--- src/rtl/imm_decode_stage_pkg.sv ---
`default_nettype none
// +----------------------------------------------------------------------------+
// | imm_decode_stage_pkg                                                       |
// | Shared constants, immediate-format enum and buffer entry struct.           |
// | Rev 1.0                                                                    |
// +----------------------------------------------------------------------------+
package imm_decode_stage_pkg;

    localparam int WORD_SIZE_P  = 16;
    localparam int NUM_EXTENDED = 10;
    localparam int NUM_ARCH_REG = 8;

    // Same encoding the opcode decoder drives onto imm_sel.
    typedef enum logic [3:0] {
        IMM_ZX_7_0    = 4'd0,
        IMM_ZX_8_6    = 4'd1,
        IMM_ZX_6_0    = 4'd2,
        IMM_ZX_10_6   = 4'd3,
        IMM_SX_7_0    = 4'd4,
        IMM_SX_10_0   = 4'd5,
        IMM_SX_5_0    = 4'd6,
        IMM_ZX_6_3    = 4'd7,
        IMM_ZX_5_3    = 4'd8,
        IMM_STORE     = 4'd9,
        IMM_NONE      = 4'd15
    } imm_sel_e;

    typedef struct packed {
        logic [WORD_SIZE_P-1:0] instruction;
        logic [WORD_SIZE_P-1:0] pc;
        logic [WORD_SIZE_P-1:0] immediate;
        logic                   illegal;
    } imm_decode_entry_s;

endpackage
`default_nettype wire

--- src/rtl/imm_decode_stage_if.sv ---
`default_nettype none
// +----------------------------------------------------------------------------+
// | imm_decode_stage_if                                                        |
// | Fetch-side and issue-side handshakes plus flush for the decode stage.      |
// | Rev 1.0                                                                    |
// +----------------------------------------------------------------------------+
interface imm_decode_stage_if;
    import imm_decode_stage_pkg::*;

    logic                   flush_i;
    logic                   valid_i;
    logic                   ready_o;
    logic [WORD_SIZE_P-1:0] instruction_i;
    logic [WORD_SIZE_P-1:0] pc_i;
    logic [3:0]             imm_sel_i;
    logic                   valid_o;
    logic                   ready_i;
    logic [WORD_SIZE_P-1:0] instruction_o;
    logic [WORD_SIZE_P-1:0] pc_o;
    logic [WORD_SIZE_P-1:0] immediate_o;
    logic                   imm_illegal_o;

    modport master (
        output flush_i, valid_i, instruction_i, pc_i, imm_sel_i, ready_i,
        input  ready_o, valid_o, instruction_o, pc_o, immediate_o, imm_illegal_o
    );

    modport slave (
        input  flush_i, valid_i, instruction_i, pc_i, imm_sel_i, ready_i,
        output ready_o, valid_o, instruction_o, pc_o, immediate_o, imm_illegal_o
    );
endinterface
`default_nettype wire

--- src/rtl/imm_decode_stage_extension.sv ---
`default_nettype none
// +----------------------------------------------------------------------------+
// | extension                                                                  |
// | Produces all extended immediate formats from one instruction word.         |
// | Rev 1.0                                                                    |
// +----------------------------------------------------------------------------+
module extension
    import imm_decode_stage_pkg::*;
(
    input  wire logic [WORD_SIZE_P-1:0]                  instruction,
    output logic      [NUM_EXTENDED-1:0][WORD_SIZE_P-1:0] extended
);

    always_comb begin
        extended[0] = {8'b0, instruction[7:0]};
        extended[1] = {13'b0, instruction[8:6]};
        extended[2] = {9'b0, instruction[6:0]};
        extended[3] = {11'b0, instruction[10:6]};
        extended[4] = {{8{instruction[7]}}, instruction[7:0]};
        extended[5] = {{5{instruction[10]}}, instruction[10:0]};
        extended[6] = {{10{instruction[5]}}, instruction[5:0]};
        extended[7] = {12'b0, instruction[6:3]};
        extended[8] = {13'b0, instruction[5:3]};
        extended[9] = {instruction[15:11], 8'b0, instruction[2:0]};
    end

endmodule
`default_nettype wire

--- src/rtl/imm_decode_stage.sv ---
`default_nettype none
// +----------------------------------------------------------------------------+
// | imm_decode_stage                                                           |
// | Selects the immediate per instruction and queues results for issue.       |
// | Rev 1.0                                                                    |
// +----------------------------------------------------------------------------+
module imm_decode_stage
    import imm_decode_stage_pkg::*;
#(
    parameter int DEPTH_P = 2
) (
    input  wire logic          clk_i,
    input  wire logic          reset_i,
    imm_decode_stage_if.slave  bus
);

    localparam int c_PTR_W = $clog2(DEPTH_P);
    localparam int c_CNT_W = $clog2(DEPTH_P + 1);

    logic [NUM_EXTENDED-1:0][WORD_SIZE_P-1:0] w_ext;
    imm_decode_entry_s                        w_entry;
    imm_decode_entry_s                        r_mem [DEPTH_P];
    logic [c_PTR_W-1:0]                       r_head;
    logic [c_PTR_W-1:0]                       r_tail;
    logic [c_CNT_W-1:0]                       r_count;
    logic                                     w_ready;
    logic                                     w_valid;
    logic                                     w_enq;
    logic                                     w_deq;

    function automatic logic [c_PTR_W-1:0] ptr_inc(input logic [c_PTR_W-1:0] p);
        return (p == c_PTR_W'(DEPTH_P - 1)) ? '0 : p + 1'b1;
    endfunction

    extension u_extension (
        .instruction (bus.instruction_i),
        .extended    (w_ext)
    );

    always_comb begin
        w_entry.instruction = bus.instruction_i;
        w_entry.pc          = bus.pc_i;
        w_entry.immediate   = '0;
        w_entry.illegal     = 1'b0;
        if (bus.imm_sel_i < 4'(NUM_EXTENDED)) begin
            w_entry.immediate = w_ext[bus.imm_sel_i];
        end else if (bus.imm_sel_i != IMM_NONE) begin
            w_entry.illegal = 1'b1;
        end
    end

    // Handshake readiness comes only from registered occupancy, never from ready_i.
    assign w_ready = (r_count != c_CNT_W'(DEPTH_P));
    assign w_valid = (r_count != '0);
    assign w_enq   = bus.valid_i & w_ready & ~bus.flush_i;
    assign w_deq   = w_valid & bus.ready_i & ~bus.flush_i;

    always_ff @(posedge clk_i) begin
        if (reset_i || bus.flush_i) begin
            r_head  <= '0;
            r_tail  <= '0;
            r_count <= '0;
        end else begin
            if (w_enq) r_tail <= ptr_inc(r_tail);
            if (w_deq) r_head <= ptr_inc(r_head);
            if (w_enq && !w_deq)      r_count <= r_count + 1'b1;
            else if (!w_enq && w_deq) r_count <= r_count - 1'b1;
        end
    end

    always_ff @(posedge clk_i) begin
        if (w_enq) r_mem[r_tail] <= w_entry;
    end

    assign bus.ready_o       = w_ready;
    assign bus.valid_o       = w_valid;
    assign bus.instruction_o = r_mem[r_head].instruction;
    assign bus.pc_o          = r_mem[r_head].pc;
    assign bus.immediate_o   = r_mem[r_head].immediate;
    assign bus.imm_illegal_o = w_valid & r_mem[r_head].illegal;

endmodule
`default_nettype wire

--- src/flat_wrapper.sv ---
// flat-port wrapper written by rule: the top's interface ports become plain ports
module imm_decode_stage_flat import imm_decode_stage_pkg::*;
#(
    parameter int DEPTH_P = 2
)
  (clk_i, reset_i, bus_flush_i, bus_valid_i, bus_instruction_i, bus_pc_i, bus_imm_sel_i, bus_ready_i, bus_ready_o, bus_valid_o, bus_instruction_o, bus_pc_o, bus_immediate_o, bus_imm_illegal_o);
  imm_decode_stage_if bus_i ();
  input  wire logic clk_i;
  input  wire logic reset_i;
  input wire logic [$bits(bus_i.flush_i)-1:0] bus_flush_i;
  input wire logic [$bits(bus_i.valid_i)-1:0] bus_valid_i;
  input wire logic [$bits(bus_i.instruction_i)-1:0] bus_instruction_i;
  input wire logic [$bits(bus_i.pc_i)-1:0] bus_pc_i;
  input wire logic [$bits(bus_i.imm_sel_i)-1:0] bus_imm_sel_i;
  input wire logic [$bits(bus_i.ready_i)-1:0] bus_ready_i;
  output wire logic [$bits(bus_i.ready_o)-1:0] bus_ready_o;
  output wire logic [$bits(bus_i.valid_o)-1:0] bus_valid_o;
  output wire logic [$bits(bus_i.instruction_o)-1:0] bus_instruction_o;
  output wire logic [$bits(bus_i.pc_o)-1:0] bus_pc_o;
  output wire logic [$bits(bus_i.immediate_o)-1:0] bus_immediate_o;
  output wire logic [$bits(bus_i.imm_illegal_o)-1:0] bus_imm_illegal_o;
  assign bus_i.flush_i = bus_flush_i;
  assign bus_i.valid_i = bus_valid_i;
  assign bus_i.instruction_i = bus_instruction_i;
  assign bus_i.pc_i = bus_pc_i;
  assign bus_i.imm_sel_i = bus_imm_sel_i;
  assign bus_i.ready_i = bus_ready_i;
  assign bus_ready_o = bus_i.ready_o;
  assign bus_valid_o = bus_i.valid_o;
  assign bus_instruction_o = bus_i.instruction_o;
  assign bus_pc_o = bus_i.pc_o;
  assign bus_immediate_o = bus_i.immediate_o;
  assign bus_imm_illegal_o = bus_i.imm_illegal_o;
  imm_decode_stage #(.DEPTH_P(DEPTH_P)) u_core (.clk_i(clk_i), .reset_i(reset_i), .bus(bus_i));
endmodule
--- config.mk ---
export PLATFORM = sky130hd
export DESIGN_NAME = imm_decode_stage_flat
export DESIGN_NICKNAME = d
export VERILOG_FILES = /design/src/rtl/imm_decode_stage_pkg.sv /design/src/rtl/imm_decode_stage_if.sv /design/src/rtl/imm_decode_stage_extension.sv /design/src/rtl/imm_decode_stage.sv /design/src/flat_wrapper.sv
export SDC_FILE = /design/constraint.sdc
export NUM_CORES = 1
export LEC_CHECK = 0
export CAP_MARGIN = 20
export CORE_UTILIZATION = 46
export CTS_CLUSTER_DIAMETER = 80
export CTS_CLUSTER_SIZE = 14
export DETAILED_ROUTE_END_ITERATION = 8
export GPL_TIMING_DRIVEN = 0
export MAX_ROUTING_LAYER = met4
export PLACE_DENSITY = 0.73
export SLEW_MARGIN = 20
export SYNTH_ARGS = -nofsm -noshare
export SYNTH_HDL_FRONTEND = slang
export SYNTH_SLANG_ARGS = --single-unit
--- constraint.sdc ---
create_clock -name clk_i -period 3.2 [get_ports clk_i]
set_input_delay 0.64 -clock clk_i [delete_from_list [all_inputs] [get_ports clk_i]]
set_output_delay 0.64 -clock clk_i [all_outputs]
set_load 0.005 [all_outputs]
* After elaboration in Yosys (flattened, before gate mapping)
Memory sizes are Yosys's and may differ from the RTL's. A register that Yosys moved wholly into a read port is not among the register bits. Index checks and enable logic that the tools add are counted.
Operators by class: $lt $le $gt $ge 2, mux-type cells 13, reduce and logical (&&, ||, !) cells 7, eq/ne operators 2, $add $sub $neg 4, bitwise operators 6
Operators with widths (number):
- $bmux 16 s4 | 1
- $mux 16 | 2
- $mux 1 | 8
- $and 1x1->1 | 5
- $lt 4x5->1 const B | 1
- $lt 4x4->1 const B | 1
- $mux 2 | 2
- $ne 4x4->1 const B | 1
- $reduce_bool 2->1 | 2
- $add 1x1->1 const B | 2
- $add 2x1->2 const B | 1
- $logic_and 1x1->1 | 2
- $logic_not 1->1 | 2
- $ne 2x2->1 const B | 1
- $sub 2x1->2 const B | 1
- $logic_or 1x1->1 | 1
- $not 1->1 | 1
Storage, ports and cells: register bits after elaboration 4, memories kept 1, RAM bits 98, output and inout bits 51
Memories:
- u_core.r_mem | depth 2, width 49, rd ports 1, clocked after Yosys merged registers in 1, wr ports 1, line imm_decode_stage.sv:22 | imm_decode_entry_s r_mem [DEPTH_P];

* Longest topological paths before layout
Gate-level depths: netlist of the first run.
depth after elaboration 7, depth in mapped cells 6, mapped depth without buffers 6

* By module
Synthesis of the first run repeated with hierarchy kept, for this count alone.
Second synthesis, totals: cells, all modules 503, area total of the unflattened synthesis 6302.3 um^2
Modules (own cells, without submodules):
- imm_decode_stage | cells an instance 342, area an instance 5097.4 um^2, seq. area each 3042.9 um^2, times used 1
- extension | cells an instance 161, area an instance 1204.9 um^2, seq. area each 0.0 um^2, times used 1

* Least setup slack after synthesis of the first run
Ideal clock, no wire load.
kind input to register, from in bus_valid_i, to mem u_core.r_mem[1][0] in the netlist's numbering, enable pin, required time 2788 ps, slack 709 ps, data arrival time 2080 ps, stages on the path 2, cell sequence nor2b_1 > and3_1
Between the ends: word-level cells in the longest chain between the ends 4
RTL lines:
- start: declaration | line flat_wrapper.sv:11 | input wire logic [$bits(bus_i.valid_i)-1:0] bus_valid_i;
- $and 1x1->1 (2 in series) | line imm_decode_stage.sv:55 | assign w_enq = bus.valid_i & w_ready & ~bus.flush_i;
- $mux 1 | line imm_decode_stage.sv:72 | if (w_enq) r_mem[r_tail] <= w_entry;
- $mux 1 (implied by the code) | line imm_decode_stage.sv:72
- end: declaration | line imm_decode_stage.sv:22
Every way passes these cells.

==> out/results.tsv, run 1 <==
stage	metric	value	unit
sta	RSZ-0062 raised after global routing	no	
yosys	Synth Register Bits	103	
worst_setup_path	Crit Reg-Reg Startpoint	u_core.r_count[0]	
route	via/cell ratio	5.15	
clock_network	Clock Sink Count	103	
worst_setup_path	worst endpoint required time	2560	ps
sta	maximum clock rate	374	MHz
worst_setup_path	slowest CP cell	clkdlybuf4s50_1	
cells_and_area	share of layout cells above drive strength 1	19.5	%
sta	Clock Skew	8.28	ps
power	PD cells	478	mW/mm2
placement	Placed Cells incl. Taps	456	
route	final wirelength	7740	um
sta	Worst-Margin Slew	699	ps
route	DRT iter0 DRCs	91	
route	residual DRC count	8	
yosys	register area share after synthesis	71.8	%
sta	Slew headroom	53.4	%
sta	WHS	523	ps
worst_setup_path	Crit path depth	4	
yosys	Synth async-reset ratio	0	%
cells_and_area	Non-Filler Instances	472	
yosys	share of the synthesized area in the top cell type	69.4	%
sta	final setup fails	0	
route	drt first pass iters	8	
yosys	commonest cells in the synthesized netlist	edfxtp_1, mux2_2, nand2_1, mux2_1, o21ai_1	
placement	global placer's final weighted congestion	0.809	
global_routing	largest net degree at the start of global routing	50	
worst_setup_path	crit path DAT	2040	ps
worst_hold_path	Hold Crit Start	u_core.r_head	
worst_setup_path	kind of critical path	register to primary output	
worst_setup_path	critical-path cell list	buf_2, buf_4, mux2_1, clkdlybuf4s50_1	
cells_and_area	Layout fillers	683	
clock_network	CTS buffer count	9	
yosys	ys flop type	edfxtp_1	
cells_and_area	fin area	0.00549	mm2
placement	Placement Setup Slack	643	ps
worst_setup_path	CP top delay family	buffers and inverters	
clock_network	Skew-Pair Late Insertion Delay	360	ps
worst_hold_path	worst hold path type	register to register	
worst_setup_path	Critical Path Sink Type	primary output	
sta	Slew Viols, Final	0	
worst_hold_path	worst hold path stage count	2	
worst_setup_path	FF-to-FF path depth	4	
status	violated checks	DRC	
die	DIE WIDTH	98.0	um
power	Leak	1.85	nW
global_routing	first-pass GRT wire length	12300	um
clock_network	Clock Root Buffer	clkbuf_8	
global_routing	initial antenna violation count	0	
die	full die area	0.00961	mm2
clock_network	postcts setup bufs	0	
global_routing	Total GRT Usage	17.5	%
sta	min setup slack post-route	523	ps
sta	Setup TNS	0	ps
yosys	Mean Syn Cell Area	16.4	um2
global_routing	GRT overflow	0	
route	Routed WL per cell	16.4	um
die	FP Rows	34	
cells_and_area	nets@finish	401	
route	via count	2431	
worst_setup_path	CP Launch Type	register	
status	status	finished, violations left	
route	Post-DRT Antenna Nets	0	
die	I/O pin total	92	
cells_and_area	diode count	0	
global_routing	vias in the first global route	2448	
yosys	cell count after synthesis	258	
clock_network	CTS Hold Buffers Added	0	
sta	hold violation count in the final report	0	
power	Peak VDD IR	0.000220	V
sta	crit share post-route	83.7	%
clock_network	post-CTS resize count	0	
cells_and_area	Syn-to-layout area delta	29.4	%
die	Core Box Area	0.00881	mm2
worst_setup_path	Worst path max stage delay	450	ps
die	die height	98.0	um
yosys	Syn Nets	300	
power	total power draw	2.62	mW
placement	placed instance area	0.00529	mm2
cells_and_area	final core occ	62.3	%
yosys	Synth warnings	0	
clock_network	CTS max path bufs	2	
worst_setup_path	Crit path buffers/inverters	3	
placement	PortBufs	89	
worst_setup_path	largest fanout on the critical path	10	
yosys	most frequent cell after synthesis	edfxtp_1	
yosys	synth top area cells	edfxtp_1, mux2_2, mux2_1, dfxtp_1, o21ai_1	
sta	min Tclk post-route	2680	ps
run	# Max-Cap Violations	0	
die	starting density of the core	48.2	%
yosys	EDFF count, synth	98	
placement	Post-DP HPWL	5200	um
yosys	Netlist cell types	36	
clock_network	CTS tree	done	
clock_network	clk slew on worst S/H paths	90	ps
yosys	synthesized area	0.00424	mm2
yosys	Yosys top cell by area	edfxtp_1	
clock_network	H-tree depth	3	
worst_setup_path	worst reg2reg setup slack	1390	ps
==> final timing paths <==
path / endpoint
hold reg to reg: register
setup / recovery: bus_instruction_o[1]
hold / removal: register
setup reg to reg: u_core.r_mem[0][12]
==> logic make-up after synthesis <==
| kind of cell | count (synthesis) | synth area share [%] |
|---|---|---|
| AOI/OAI and AO/OA | 33 | 5.05 |
| xor gates and xnor gates | 3 | 0.620 |
| adders and majority gates | 1 | 0.295 |
| buffers and inverters | 17 | 2.24 |
| DFF | 103 | 71.8 |
| muxes | 52 | 13.7 |
| and+or+nand+nor | 49 | 6.34 |
==> state kept, by name (all words and copies together), names as in the netlist, named ones only <==
register,cells
u_core.r_count,2
u_core.r_mem,98
u_core.r_tail,1
u_core.r_head,1
==> routing by layer <==
layer | vias to the layer above | global-route usage, % | routed length (um)
met5 | - | - | 0
met4 | 0 | 7.69 | 108
met3 | 6 | 3.15 | 348
met2 | 62 | 26.8 | 3780
met1 | 1179 | 23.0 | 3500
li1 | 1184 | - | -
==> where the power goes <==
part           internal (mW)  leakage, nW  switching, mW  total, mW
logic                  0.161        0.817          0.115      0.276
clock network          0.368       0.0925          0.448      0.817
registers               1.52        0.936        0.00928       1.53
total                   2.05         1.85          0.572       2.62
==> worst register-to-register path: stages (launching register included) <==
cell and delay, ps:
dfxtp_1 410, nand2b_1 220, nand3_1 130, inv_2 480, buf_12 270
==> final cells by class <==
class                   instances  area [um2]  area share (%)
clock inverters                 6        68.8            1.25
flip-flops and latches        103        3040            55.4
clock buffers                  10         128            2.33
inverters                       6        22.5           0.410
repair buffers                 90         911            16.6
well taps                     108         135            2.46
multi-input cells             138        1110            20.2
plain buffers                  11        72.6            1.32
==> cell usage in the layout (no fill, tap or decap), types with 3 or more instances in the layout <==
cell type,instances
a211oi_1,4
a21oi_1,7
and2_1,3
and3_1,3
buf_2,7
clkbuf_8,9
clkdlybuf4s50_1,89
dfxtp_1,5
edfxtp_1,98
inv_1,5
mux2_1,10
mux2_2,38
mux2i_1,4
nand2_1,11
nand2b_1,4
nand3_1,3
nor2_1,8
nor2b_1,6
o21ai_0,3
o21ai_1,9
xor2_1,3
Note: power is estimated with default switching activity, not from simulation.
==> run 2: changes to the inputs <==
==> constraint.sdc (replaced) <==
create_clock -name clk_i -period 2.7 [get_ports clk_i]
set_input_delay 0.54 -clock clk_i [delete_from_list [all_inputs] [get_ports clk_i]]
set_output_delay 0.54 -clock clk_i [all_outputs]
set_load 0.005 [all_outputs]
==> out/results.tsv, run 2 (synthesis gave the netlist of run 1 again) <==
stage	metric	value	unit	change
worst_setup_path	CP Launch Type	register		unchanged
run	# Max-Cap Violations	0		unchanged
global_routing	vias in the first global route	2448		unchanged
clock_network	postcts setup bufs	0		unchanged
cells_and_area	most frequent cells in the layout	edfxtp_1, clkdlybuf4s50_1, mux2_2		unchanged
worst_setup_path	Worst path max stage delay	450	ps	about the same
sta	min Tclk post-route	2530	ps	
die	Core Box Area	0.00881	mm2	unchanged
sta	crit share post-route	93.7	%	
power	Leak	1.85	nW	about the same
clock_network	Clock Root Buffer	clkbuf_8		unchanged
sta	Slew Viols, Final	0		unchanged
clock_network	post-CTS resize count	0		unchanged
clock_network	CTS tree	done		unchanged
placement	Post-DP HPWL	5200	um	unchanged
cells_and_area	Syn-to-layout area delta	29.5	%	was 29.4%
status	status	finished, violations left		unchanged
global_routing	first-pass GRT wire length	12300	um	unchanged
worst_setup_path	critical-path cell list	clkbuf_4, buf_4, mux2_1, clkdlybuf4s50_1		was buf_2, buf_4, mux2_1, clkdlybuf4s50_1
sta	maximum clock rate	395	MHz	
cells_and_area	multi-input logic area	0.00111	mm2	unchanged
clock_network	CTS Hold Buffers Added	0		unchanged
worst_hold_path	worst hold path type	register to register		unchanged
route	Post-DRT Antenna Nets	0		unchanged
cells_and_area	Largest register FFs	98		unchanged
die	I/O pin total	92		unchanged
power	Flop pwr share	58.3	%	about the same
worst_setup_path	worst endpoint required time	2160	ps	was 2560 ps
cells_and_area	fin area	0.00549	mm2	about the same
power	Peak VDD IR	0.000261	V	was 0.000220 V
power	NetSw	0.678	mW	was 0.572 mW
worst_setup_path	kind of critical path	register to primary output		unchanged
route	drt first pass iters	8		unchanged
sta	Clock Skew	8.31	ps	was 8.28 ps
cells_and_area	share of layout cells above drive strength 1	19.5	%	unchanged
sta	final setup fails	0		unchanged
worst_setup_path	crit path DAT	1990	ps	was 2040 ps
worst_setup_path	largest fanout on the critical path	10		unchanged
cells_and_area	nets@finish	401		unchanged
clock_network	H-tree depth	3		unchanged
cells_and_area	Non-Filler Instances	472		unchanged
placement	global placer's final weighted congestion	0.809		unchanged
placement	PortBufs	89		unchanged
clock_network	Clock Sink Count	103		unchanged
power	clock share of power	31.1	%	about the same
worst_setup_path	slowest CP cell	clkdlybuf4s50_1		unchanged
die	DIE WIDTH	98.0	um	unchanged
sta	RSZ-0062 raised after global routing	no		unchanged
worst_setup_path	Critical Path Sink Type	primary output		unchanged
sta	Worst-Margin Slew	696	ps	was 699 ps
clock_network	clk slew on worst S/H paths	90	ps	about the same
route	DRT iter0 DRCs	91		unchanged
clock_network	Skew-Pair Late Insertion Delay	360	ps	about the same
route	residual DRC count	8		unchanged
route	final wirelength	7750	um	was 7740 um
cells_and_area	Top Registers	u_core.r_mem: 98 flops, u_core.r_count: 2 flops		unchanged
route	via/cell ratio	5.13		was 5.15
clock_network	CTS max path bufs	2		unchanged
cells_and_area	Most flops, register	u_core.r_mem		unchanged
power	Sw Share	21.8	%	about the same
clock_network	CTS buffer count	9		unchanged
die	FP Rows	34		unchanged
cells_and_area	commonest non-fill, non-tap cell in the layout	edfxtp_1		unchanged
global_routing	initial antenna violation count	0		unchanged
worst_setup_path	Crit path buffers/inverters	3		unchanged
worst_setup_path	CP top delay family	buffers and inverters		unchanged
sta	Slew headroom	53.6	%	was 53.4%
power	Int Pwr	2.43	mW	was 2.05 mW
route	Routed WL per cell	16.4	um	about the same
global_routing	Total GRT Usage	17.5	%	unchanged
die	starting density of the core	48.2	%	unchanged
cells_and_area	diode count	0		unchanged
power	Logic pwr share	10.5	%	about the same
placement	Placed Cells incl. Taps	456		unchanged
sta	hold violation count in the final report	0		unchanged
global_routing	largest net degree at the start of global routing	50		unchanged
global_routing	GRT overflow	0		unchanged
power	PD cells	566	mW/mm2	was 478 mW/mm2
cells_and_area	register area	0.00304	mm2	unchanged
die	full die area	0.00961	mm2	unchanged
status	violated checks	DRC		unchanged
cells_and_area	Layout fillers	682		was 683
route	via count	2423		was 2431
die	die height	98.0	um	unchanged
power	total power draw	3.11	mW	was 2.62 mW
placement	placed instance area	0.00529	mm2	unchanged
run 2: final cells by class:
| cell class | instances | share of cell area, % |
|---|---|---|
| timing repair buffer | 90 | 16.6 |
| clock inverter | 6 | 1.25 |
| sequential | 103 | 55.4 |
| clock buffer | 10 | 2.32 |
| multi-input combinational | 138 | 20.2 |
| inverter | 6 | 0.410 |
| tap | 108 | 2.46 |
| buffer | 11 | 1.37 |
run 2: worst min-delay path, delay by kind of cell, from the launching register on:
| kind | cells | cell delay (ps) |
|---|---|---|
| simple gates | 1 | 80 |
| xor+xnor | 1 | 80 |
| flops | 1 | 330 |
run 2: power by group through the flow:
stage                     registers [mW]  clock network, mW  logic [mW]
final                               1.81              0.967       0.327
after global routing                1.82               1.05       0.356
after CTS                           1.81              0.997       0.332
after detailed placement            1.85                  0       0.329
after global placement              1.85                  0       0.319
after floorplan                     1.85                  0       0.140
run 2: metal layers:
metal	vias up	track usage (%)	routed length (um)
li1	1183	-	-
met1	1172	23.0	3500
met2	62	26.8	3790
met3	6	3.15	348
met4	0	7.69	108
met5	-	-	0
run 2: per-stage QoR:
| step | setup WS (ps) | util [%] | TNS (ps) | hold slack (ps) |
|---|---|---|---|---|
| floorplan | 309 | - | 0 | 472 |
| global placement | -852 | 59.8 | -70140 | 486 |
| detailed placement | 243 | 60.1 | 0 | 495 |
| CTS | 58.4 | 62.3 | 0 | 520 |
| global route | 62.2 | 62.3 | 0 | 547 |
| finish | 170 | 62.3 | 0 | 523 |
run 2: path summary, 6_finish.rpt:
kind	from	end	slack, ps	cells past startpoint
setup / recovery	register	bus_instruction_o[1]	170	4
hold / removal	u_core.r_head	register	520	2
setup reg to reg	u_core.r_count[0]	u_core.r_mem[0][12]	890	4
hold reg to reg	u_core.r_head	register	520	2
